===== config.mk =====
export PLATFORM = sky130hd
export DESIGN_NAME = tcpc_reset_tx_ctrl
export DESIGN_NICKNAME = d
export VERILOG_FILES = /design/src/rtl/tcpc_reset_tx_ctrl.sv
export SDC_FILE = /design/constraint.sdc
export NUM_CORES = 1
export LEC_CHECK = 0
export BUFFER_PORTS_ARGS = -buffer_cell sky130_fd_sc_hd__buf_4
export CAP_MARGIN = 15
export CELL_PAD_IN_SITES_DETAIL_PLACEMENT = 1
export CELL_PAD_IN_SITES_GLOBAL_PLACEMENT = 1
export CORE_MARGIN = 5
export CORE_UTILIZATION = 41
export DETAILED_ROUTE_END_ITERATION = 8
export HOLD_SLACK_MARGIN = 0.06
export PLACE_DENSITY_LB_ADDON = 0.1
export SLEW_MARGIN = 20
export SYNTH_ARGS = -nofsm -noshare
export SYNTH_HDL_FRONTEND = slang
export SYNTH_SLANG_ARGS = --single-unit

===== constraint.sdc =====
create_clock -name CLK -period 4.4 [get_ports CLK]
set_input_delay 0.88 -clock CLK [delete_from_list [all_inputs] [get_ports CLK]]
set_output_delay 0.88 -clock CLK [all_outputs]
set_load 0.005 [all_outputs]

===== src/rtl/tcpc_reset_tx_ctrl.sv =====
// Hard Reset / Cable Reset transmit sequencer for the TCPC reset path.
// Decodes TRANSMIT writes, clears RX, drives the PHY request with timeout/retry and reports via ALERT.
//
// state    | meaning
// ---------+------------------------------------------------------------
// IDLE     | waiting for a TRANSMIT write of Hard/Cable Reset
// CLR_RX   | one-cycle pulse clearing RECEIVE_DETECT / RECEIVE_BYTE_COUNT
// REQ      | request low for one cycle, attempt timer loaded
// WAIT_ACK | request high, waiting for PHY_ACK, abort or timeout
// DONE     | one-cycle ALERT set-pulse and TRANSMIT clear
module tcpc_reset_tx_ctrl #(
   parameter int TIMEOUT_CYCLES = 16,
   parameter int MAX_RETRIES    = 2,
   parameter int CNT_W          = 8
) (
   input  logic        CLK,
   input  logic        reset,
   input  logic [7:0]  iTRANSMIT,
   input  logic        iTRANSMIT_WR,
   input  logic        PHY_ACK,
   input  logic        PHY_Stop_Attempting_Reset,
   output logic        oPHY_REQ,
   output logic [1:0]  oPHY_TYPE,
   output logic        oCLR_RX,
   output logic [15:0] oALERT_SET,
   output logic        oTRANSMIT_CLR,
   output logic        oBUSY
);

   typedef enum logic [2:0] {
      ST_IDLE     = 3'd0,
      ST_CLR_RX   = 3'd1,
      ST_REQ      = 3'd2,
      ST_WAIT_ACK = 3'd3,
      ST_DONE     = 3'd4
   } state_t;

   localparam logic [2:0] CODE_HARD  = 3'b101;
   localparam logic [2:0] CODE_CABLE = 3'b110;

   localparam logic [1:0] TYPE_HARD  = 2'b01;
   localparam logic [1:0] TYPE_CABLE = 2'b10;

   localparam logic [1:0] RES_NONE    = 2'd0;
   localparam logic [1:0] RES_SUCCESS = 2'd1;
   localparam logic [1:0] RES_DISCARD = 2'd2;
   localparam logic [1:0] RES_FAIL    = 2'd3;

   localparam logic [CNT_W-1:0] TIMER_LOAD = CNT_W'(TIMEOUT_CYCLES);
   localparam logic [CNT_W-1:0] TIMER_LAST = CNT_W'(1);
   localparam logic [3:0]       RETRY_MAX  = 4'(MAX_RETRIES);

   state_t           state;
   state_t           state_nxt;
   logic [CNT_W-1:0] timer;
   logic [3:0]       retries;
   logic [1:0]       reset_type;
   logic [1:0]       result;

   logic [2:0] tx_code;
   logic       start_req;
   logic       timer_last;
   logic       retry_left;
   logic       unused_transmit_hi;

   assign tx_code    = iTRANSMIT[2:0];
   assign start_req  = iTRANSMIT_WR && ((tx_code == CODE_HARD) || (tx_code == CODE_CABLE));
   assign timer_last = (timer == TIMER_LAST);
   assign retry_left = (retries < RETRY_MAX);

   // Upper TRANSMIT bits belong to the message TX path.
   assign unused_transmit_hi = ^iTRANSMIT[7:3];

   always_ff @(posedge CLK or negedge reset) begin
      if (!reset) begin
         state <= ST_IDLE;
      end else begin
         state <= state_nxt;
      end
   end

   always_comb begin
      state_nxt = state;
      case (state)
         ST_IDLE: begin
            if (start_req) begin
               state_nxt = ST_CLR_RX;
            end
         end
         ST_CLR_RX: begin
            state_nxt = ST_REQ;
         end
         ST_REQ: begin
            if (PHY_Stop_Attempting_Reset) begin
               state_nxt = ST_DONE;
            end else begin
               state_nxt = ST_WAIT_ACK;
            end
         end
         ST_WAIT_ACK: begin
            if (PHY_Stop_Attempting_Reset || PHY_ACK) begin
               state_nxt = ST_DONE;
            end else if (timer_last) begin
               state_nxt = retry_left ? ST_REQ : ST_DONE;
            end
         end
         ST_DONE: begin
            state_nxt = ST_IDLE;
         end
         default: begin
            state_nxt = ST_IDLE;
         end
      endcase
   end

   // Timer, retry count, captured type and result track the FSM decisions above.
   always_ff @(posedge CLK or negedge reset) begin
      if (!reset) begin
         timer      <= '0;
         retries    <= '0;
         reset_type <= 2'b00;
         result     <= RES_NONE;
      end else begin
         case (state)
            ST_IDLE: begin
               retries <= '0;
               result  <= RES_NONE;
               if (start_req) begin
                  reset_type <= (tx_code == CODE_HARD) ? TYPE_HARD : TYPE_CABLE;
               end
            end
            ST_REQ: begin
               timer <= TIMER_LOAD;
               if (PHY_Stop_Attempting_Reset) begin
                  result <= RES_DISCARD;
               end
            end
            ST_WAIT_ACK: begin
               timer <= timer - TIMER_LAST;
               if (PHY_Stop_Attempting_Reset) begin
                  result <= RES_DISCARD;
               end else if (PHY_ACK) begin
                  result <= RES_SUCCESS;
               end else if (timer_last) begin
                  if (retry_left) begin
                     retries <= retries + 4'd1;
                  end else begin
                     result <= RES_FAIL;
                  end
               end
            end
            default: begin
            end
         endcase
      end
   end

   always_comb begin
      oPHY_REQ      = 1'b0;
      oPHY_TYPE     = 2'b00;
      oCLR_RX       = 1'b0;
      oALERT_SET    = 16'h0000;
      oTRANSMIT_CLR = 1'b0;
      oBUSY         = 1'b0;
      case (state)
         ST_IDLE: begin
         end
         ST_CLR_RX: begin
            oBUSY     = 1'b1;
            oPHY_TYPE = reset_type;
            oCLR_RX   = 1'b1;
         end
         ST_REQ: begin
            oBUSY     = 1'b1;
            oPHY_TYPE = reset_type;
         end
         ST_WAIT_ACK: begin
            oBUSY     = 1'b1;
            oPHY_TYPE = reset_type;
            oPHY_REQ  = 1'b1;
         end
         ST_DONE: begin
            oBUSY         = 1'b1;
            oPHY_TYPE     = reset_type;
            oTRANSMIT_CLR = 1'b1;
            case (result)
               RES_SUCCESS: oALERT_SET = 16'h0040;
               RES_DISCARD: oALERT_SET = 16'h0020;
               RES_FAIL:    oALERT_SET = 16'h0010;
               default:     oALERT_SET = 16'h0000;
            endcase
         end
         default: begin
         end
      endcase
   end

endmodule


Yosys cells after proc, flatten, opt, wreduce, memory -nomap -nowiden
Cells that the tools add are included.
{"block": "classes", "add_sub_neg": 2, "mux": 26, "n_reduce_logical": 12, "n_eq_ne": 19, "order_cmp": 1}
{"op": "$pmux W7 S3", "n": 1}
{"op": "$mux W4", "n": 4}
{"op": "$pmux W8 S2", "n": 1}
{"op": "$mux W3", "n": 5}
{"op": "$mux W2", "n": 7}
{"op": "$ne A2 B2 Y1 const B", "n": 6}
{"op": "$pmux W3 S4", "n": 1}
{"op": "$eq A3 B3 Y1 const B", "n": 3}
{"op": "$eq A8 B1 Y1 const B", "n": 1}
{"op": "$ne A4 B4 Y1 const B", "n": 2}
{"op": "$pmux W4 S2", "n": 1}
{"op": "$sub A8 B1 Y8 const B", "n": 1}
{"op": "$mux W7", "n": 1}
{"op": "$eq A3 B2 Y1 const B", "n": 2}
{"op": "$pmux W2 S3", "n": 1}
{"op": "$reduce_and A5 Y1", "n": 1}
{"op": "$add A4 B1 Y4 const B", "n": 1}
{"op": "$eq A2 B2 Y1 const B", "n": 2}
{"op": "$lt A4 B2 Y1 const B", "n": 1}
{"op": "$mux W1", "n": 4}
{"op": "$reduce_and A2 Y1", "n": 2}
{"op": "$reduce_and A4 Y1", "n": 1}
{"op": "$reduce_bool A2 Y1", "n": 2}
{"op": "$reduce_or A4 Y1", "n": 1}
{"op": "7 further kinds", "n": 8}
{"block": "totals", "elab_cells": 65, "in_bits": 13, "out_inout_bits": 22, "reg_bits": 19}

Depth between registers and ports, before layout
Gate-level depths: netlist of the first run.
{"block": "depth", "word_depth": 6, "depth_mapped": 6, "mapped_depth_nobuf": 6}

Worst setup path before layout of the first run
Ideal clock, no wire load.
{"block": "synth_path", "path_kind": "reg2out", "from": "register state[2]", "to": "output oALERT_SET[6]", "path_slack_ns": 2.424, "path_stages_with_launch": 5, "path_buffers": 1, "required_ns": 3.520, "arrival_time_ns": 1.096, "cell_sequence": "dfrtp_1 -> buf_2 -> inv_2 -> nor3_1 -> and3b_1"}
{"block": "synth_via", "elab_chain_len": 2}
{"element": "start, declared", "line": "53", "rtl": "state_t state;"}
{"element": "start signal, assigned", "line": "78", "rtl": "state <= state_nxt;"}
{"element": "$eq A3 B3 Y1", "line": "165", "rtl": "case (state)"}
{"element": "$mux W7", "line": "165"}
{"element": "end, declared", "line": "25", "rtl": "output logic [15:0] oALERT_SET,"}
Every way passes these cells.

Worst setup path after layout of the first run
{"block": "layout_path", "from": "register state[0]", "to": "output oPHY_TYPE[0]"}
{"block": "layout_via", "elab_chain_len": 3, "elab_cells_between_ends": 6, "cone_classes": "eq/ne: 4; mux: 1; reduce/logical: 1"}
{"element": "$eq A3 B2 Y1, or another cell as far along", "line": "165"}
{"element": "$reduce_or A4 Y1 (no line) (*)"}
{"element": "$mux W2 (*)", "line": "165"}
{"element": "end, declared", "line": "23", "rtl": "output logic [1:0] oPHY_TYPE,"}
Mark *: on every way between the ends. The rest lies on a longest branch, timed or not.

==> results of run 1 <==
## cell usage after synthesis, drive strengths merged, types with 3 or more instances
master	count
nand2	7
nand3	3
dfrtp	19
mux2	4
nor2	14
buf	17
ha	3
o21ai	8
nor3	7
a21oi	5
inv	7
nor2b	4
and2	5
a22o	7
or3	3
nor3b	3
## worst min-delay path by stage
stage	start	endpoint	depth (start not counted)
floorplan	retries[3]$_DFFE_PN0P_	retries[3]$_DFFE_PN0P_	1
global placement	retries[3]$_DFFE_PN0P_	retries[3]$_DFFE_PN0P_	1
detailed placement	retries[3]$_DFFE_PN0P_	retries[3]$_DFFE_PN0P_	1
CTS	reset	timer[5]$_DFFE_PN0P_	1
global route	reset	timer[6]$_DFFE_PN0P_	1
finish	reset	timer[5]$_DFFE_PN0P_	1
## routing by layer
metal,vias to the layer above,GRT usage [%],wire length [microns]
li1,482,-,-
met4,0,4.40,23
met2,20,24.8,1290
met1,473,17.2,1290
met3,2,2.91,103
met5,-,0,0
## power by group through the flow
stage | registers (mW) | clock network [mW] | logic [mW]
2_1_floorplan | 0.250 | 0 | 0.298
3_3_place_gp | 0.301 | 0 | 0.329
3_5_place_dp | 0.305 | 0 | 0.346
4_1_cts | 0.302 | 0.0939 | 0.348
5_1_grt | 0.312 | 0.106 | 0.384
6_report | 0.300 | 0.0889 | 0.342
## cells in the final DEF, fill, tap and decap left out, types with 2 or more instances in the layout
cell type | Yosys | routed
o21ai_1 | 2 | 2
clkbuf_4 | 0 | 3
nor2b_1 | 4 | 4
o21ai_0 | 6 | 6
nand2b_1 | 2 | 2
or3_1 | 2 | 2
nor2_1 | 14 | 14
nor3b_1 | 2 | 2
a22o_1 | 7 | 7
and2_1 | 5 | 5
nand3_1 | 3 | 3
a21oi_1 | 5 | 5
nor3_1 | 7 | 7
dfrtp_1 | 19 | 19
conb_1 | 1 | 13
mux2_1 | 3 | 3
ha_1 | 3 | 3
xnor2_1 | 2 | 2
inv_1 | 6 | 6
nand2_1 | 7 | 7
buf_4 | 13 | 16
## sequential cells by signal, summed over array words and instances (netlist names)
signal / count
state: 3
reset_type: 2
retries: 4
result: 2
timer: 8
## stage by stage
step	std cells	cell area, sq um	total power [mW]
finish	185	1360	0.731
global route	185	1360	0.801
CTS	185	1360	0.744
detailed placement	181	1330	0.650
global placement	181	1330	0.630
floorplan	150	1290	0.547
## cells by family (layout without fill, tap and decap cells)
group,Yosys count,after routing
other cells,1,13
mux,5,5
fa+ha+maj,3,3
buf+inv,25,27
xor+xnor,2,2
flops,19,19
compound gates,29,29
simple gates,54,54
## worst register-to-register path, stage by stage, from the launching register on
cell,delay (ns)
dfrtp_1,0.61
or3_4,0.47
or3_1,0.37
and2_1,0.17
o22ai_2,0.14
## final cells by class
cell class	count	area, sq um
inverters	7	26.3
clock inverters	1	5.00
flip-flops and latches	19	475
clock buffers	3	22.5
fillers	356	1620
multi-input cells	106	664
repair buffers	16	120
well taps	33	41.3
==> impl_metrics.json, run 1 <==
{
  "status": "finished, final reports clean",
  "reg2reg_depth": 4,
  "tightestPinTransition_ns": 0.588,
  "maxSlewViolCount": 0,
  "vias": 977,
  "netSwitchingPower_mw": 0.312,
  "drtIter0Drc": 40,
  "grt_pass1_wl_microns": 4720,
  "crit_chain": "nor2_1 -> xnor2_1 -> and2_1 -> buf_4",
  "cts.clk_slew.worst_paths_ns": 0.12,
  "yosys.area_share.adder_pct": 3.01,
  "skew_ns": 0.0151,
  "p_leak_nw": 0.683,
  "worstSetupPathType": "register to primary output",
  "die_x_microns": 65.2,
  "syn-mean-instance-area_sq_um": 9.05,
  "synth_simple_gate_area_share_pct": 24.3,
  "final_nets": 169,
  "antenna_found_initial": 0,
  "die-height_microns": 65.2,
  "cts-root-buf": "clkbuf_4",
  "dieArea_sq_um": 4250,
  "syn2layout_area_growth_pct": 8.52,
  "drcViolationCount": 0,
  "dr.pass1.iters": 4,
  "postCtsSetupBuffers": 0,
  "initial_core_util_pct": 41.9,
  "cts_resized": 0,
  "synthArstFlopShare_pct": 100,
  "hold_path.class": "input port to asynchronous set/reset pin",
  "synthFlopType": "dfrtp_1",
  "synth-compound-area-share_pct": 16.1,
  "crit_path_max_fanout": 17,
  "r2r_start": "state[0]$_DFFE_PN0P_",
  "max_freq_ghz": 0.385,
  "cp-endpoint": "oPHY_TYPE[0]",
  "synth_top_area_share_pct": 38.1,
  "synth_top_area_cell": "dfrtp_1",
  "synth_top_family_by_area": "simple AND/OR/NAND/NOR gates",
  "grt_start_max_net_pins": 20,
  "cap_violations": 0,
  "setup_tns_ns": 0,
  "worst_ep_arrival_time_ns": 1.72,
  "yosysSeqAreaShare_pct": 38.1,
  "ys_top_cells_by_area": "dfrtp_1 38%, buf_4 7.8%, a22o_1 4.9%",
  "pwr-share-seq_pct": 41.1,
  "rsz0062_at_grt": "no",
  "crit_cells": 4,
  "ys_ff_latch": 19,
  "whs_ns": 0.435,
  "timing.final.crit_share_pct": 59.0,
  "numCtsBuffers": 3,
  "sw_frac_of_total_pct": 42.7,
  "final_core_util_pct": 45.5,
  "yosysWarningCount": 0,
  "slowest_stage": "dfrtp_1",
  "tritoncts": "yes",
  "muxShareOfSynthArea_pct": 4.41,
  "gp_congestion": 0.760,
  "p_int_mw": 0.419,
  "endpoint_kind": "primary output",
  "clk_latency_ns": 0.30,
  "setup_viol": 0,
  "vdd_drop_max_v": 0.000212,
  "antennaDiodeCount": 0,
  "synth_area_sq_um": 1250,
  "synth_edf_count": 0,
  "comb_power_share_pct": 46.8,
  "critPathLaunch": "state[0]$_DFFE_PN0P_",
  "totalWireLength_microns": 2710,
  "ys_types": 43,
  "clockBufferDepth": 2,
  "r2r_slack_ns": 2.59,
  "layout_setup_ws_ns": 1.80,
  "synthCells": 138,
  "overflow": 0,
  "regToRegEndpoint": "reset_type[0]$_DFFE_PN0P_",
  "power_frac_clock_pct": 12.2,
  "required_ns": 3.52,
  "post-route-min-period_ns": 2.60,
  "grt_pass1_vias": 1065,
  "detail-route-antenna-nets": 0,
  "grt_usage_pct": 14.1,
  "placementRows": 20,
  "timing.slew.headroom_pct": 60.8,
  "hpwlAfterDp_microns": 2110,
  "hold_viol_final": 0,
  "path_buf_inv": 1,
  "synth-xor-area-share_pct": 1.40,
  "htree_num_levels": 1,
  "powerDensity_nw_per_um2": 539,
  "wl_per_cell_microns": 14.6,
  "hold_buffers": 0,
  "core_area_sq_um": 2980,
  "cts_sinks": 19,
  "drive_above_1_share_pct": 17.1,
  "slowest_delay_ns": 0.73,
  "dp_slack_ns": 2.14,
  "crit_path_start_kind": "register",
  "pin_count": 35,
  "cpLargestDelayFamily": "flip-flops",
  "drt-vias-per-instance": 5.28,
  "port_buffers": 16
}
No activity file was read; power rests on OpenSTA's default activity.
==> inputs of run 2 (changes only) <==
--- a/config.mk
+++ b/config.mk
@@ -10,7 +10,7 @@
 export CELL_PAD_IN_SITES_DETAIL_PLACEMENT = 1
 export CELL_PAD_IN_SITES_GLOBAL_PLACEMENT = 1
 export CORE_MARGIN = 5
-export CORE_UTILIZATION = 41
+export CORE_UTILIZATION = 34
 export DETAILED_ROUTE_END_ITERATION = 8
 export HOLD_SLACK_MARGIN = 0.06
 export PLACE_DENSITY_LB_ADDON = 0.1
==> constraint.sdc (replaced) <==
create_clock -name CLK -period 2.1 [get_ports CLK]
set_input_delay 0.42 -clock CLK [delete_from_list [all_inputs] [get_ports CLK]]
set_output_delay 0.42 -clock CLK [all_outputs]
set_load 0.005 [all_outputs]
==> run 2 against run 1 <==
Compared with the run above: combinational power increased by 120%; register-to-register slack lost 2.2 ns; non-clock buffer count grew 2; first-iteration DRC count rose by 7.5%; die area rose by 17%; cell count is 9.2% higher.
==> impl_metrics.json, run 2 (same netlist as run 1, synthesis figures left out) <==
{
  "status": "finished, final reports clean",
  "grt_use_met3_pct": 2.27,
  "final_core_util_pct": 39.1,
  "worst_ep_arrival_time_ns": 1.53,
  "die_x_microns": 70.6,
  "dp_slack_ns": 0.348,
  "hold_viol_final": 0,
  "use_met1_pct": 14.8,
  "p_leak_nw": 0.699,
  "numCtsBuffers": 3,
  "htree_num_levels": 1,
  "grt_start_max_net_pins": 20,
  "port_buffers": 16,
  "layout_setup_ws_ns": 0.149,
  "core_area_sq_um": 3610,
  "initial_core_util_pct": 34.6,
  "timing.final.crit_share_pct": 92.9,
  "cap_violations": 0,
  "setup_tns_ns": 0,
  "crit_path_start_kind": "register",
  "fill_cells": 424,
  "rsz0062_at_grt": "no",
  "gp_congestion": 0.726,
  "layout_commonest_cell": "dfrtp_1",
  "final_area_sq_um": 1410,
  "tightestPinTransition_ns": 0.540,
  "grt_pass1_vias": 1024,
  "placementRows": 22,
  "cts_sinks": 19,
  "clk_latency_ns": 0.25,
  "multi_input_area_sq_um": 664,
  "largest-register": "timer",
  "drt-vias-per-instance": 4.97,
  "dieArea_sq_um": 4980,
  "dr.pass1.iters": 4,
  "postCtsSetupBuffers": 0,
  "grt_usage_pct": 11.7,
  "worstSetupPathType": "register to primary output",
  "hpwlAfterDp_microns": 2170,
  "cts.clk_slew.worst_paths_ns": 0.07,
  "largest_reg_flops": 8,
  "placed_area_sq_um": 1350,
  "detail-route-antenna-nets": 0,
  "post-route-min-period_ns": 1.95,
  "pin_count": 35,
  "grtUsageMet2_pct": 20.1,
  "overflow": 0,
  "required_ns": 1.68,
  "seq_area_sq_um": 477,
  "cts-root-buf": "clkbuf_8",
  "clockBufferDepth": 2,
  "drive_above_1_share_pct": 18.2,
  "r2r_start": "state[1]$_DFFE_PN0P_",
  "setup_viol": 0,
  "layout.cells.most_common_list": "18 x dfrtp_1, 17 x buf_4, 14 x nor2_1",
  "hold_path.class": "input port to register",
  "die-height_microns": 70.6,
  "totalWireLength_microns": 2820,
  "wl_per_cell_microns": 14.0,
  "syn2layout_area_growth_pct": 13.0,
  "tritoncts": "yes",
  "biggestRegsByFlops": "timer (8), retries (4), state (3)",
  "busiest_layer": "met2",
  "crit_path_max_fanout": 12,
  "antennaDiodeCount": 0,
  "grt_pass1_wl_microns": 4730,
  "maxSlewViolCount": 0,
  "timing.slew.headroom_pct": 63.6,
  "min_from": "iTRANSMIT[1]",
  "skew_ns": 0.00115,
  "final_nets": 171,
  "drtIter0Drc": 43,
  "critPathLaunch": "state[1]$_DFFE_PN0P_",
  "vdd_drop_max_v": 0.000593,
  "vias": 1003,
  "max_freq_ghz": 0.513,
  "drcViolationCount": 0,
  "powerDensity_nw_per_um2": 1150,
  "antenna_found_initial": 0,
  "endpoint_kind": "primary output"
}
[run 2: layout make-up]
type | instances | area share, %
Sequential cell | 19 | 33.8
Clock buffer | 3 | 2.93
Timing Repair Buffer | 18 | 9.75
Tap cell | 48 | 4.26
Clock inverter | 1 | 0.355
Inverter | 7 | 1.86
Multi-Input combinational cell | 106 | 47.1
[run 2: what timing repair did]
action | CTS | global route
hold endpoints to repair | 19 | 0
endpoints found under the setup margin | 0 | 1
hold buffers | 1 | 0
resized for setup | 0 | 1
[run 2: per-layer routing]
layer | vias to the layer above | part of all wire [%]
met2 | 20 | 50
met5 | - | 0
met3 | 2 | 2.9
met1 | 500 | 46
met4 | 0 | 0.64
li1 | 481 | -
[run 2: critical path, stage by stage (launching register included)]
cell	delay, ns
dfrtp_1	0.60
nor2_1	0.15
xnor2_1	0.24
and2_1	0.17
buf_4	0.11
[run 2: stage by stage]
stage,power [mW],cells,hold WS [ns]
3_5_place_dp,1.37,197,0.322
3_3_place_gp,1.34,197,0.320
2_1_floorplan,1.15,150,0.124
4_1_cts,1.65,202,0.383
6_report,1.62,202,0.392
5_1_grt,1.77,202,0.379
[run 2: worst paths after layout]
| kind | to | slack, ns | cells past startpoint |
|---|---|---|---|
| worst min register to register | retries[3]$_DFFE_PN0P_ | 0.50 | 1 |
| worst min-delay path | reset_type[0]$_DFFE_PN0P_ | 0.39 | 2 |
| worst max-delay path | oPHY_TYPE[0] | 0.15 | 4 |
| min in group asynchronous | timer[4]$_DFFE_PN0P_ | 0.58 | 2 |
| worst max register to register | reset_type[0]$_DFFE_PN0P_ | 0.35 | 4 |
| max in group asynchronous | state[2]$_DFFE_PN0P_ | 1.29 | 2 |
[run 2: power breakdown]
part / leakage (nW) / internal (mW) / switching (mW)
registers: 0.247 / 0.453 / 0.166
clock network: 0.0255 / 0.132 / 0.122
logic: 0.426 / 0.368 / 0.376
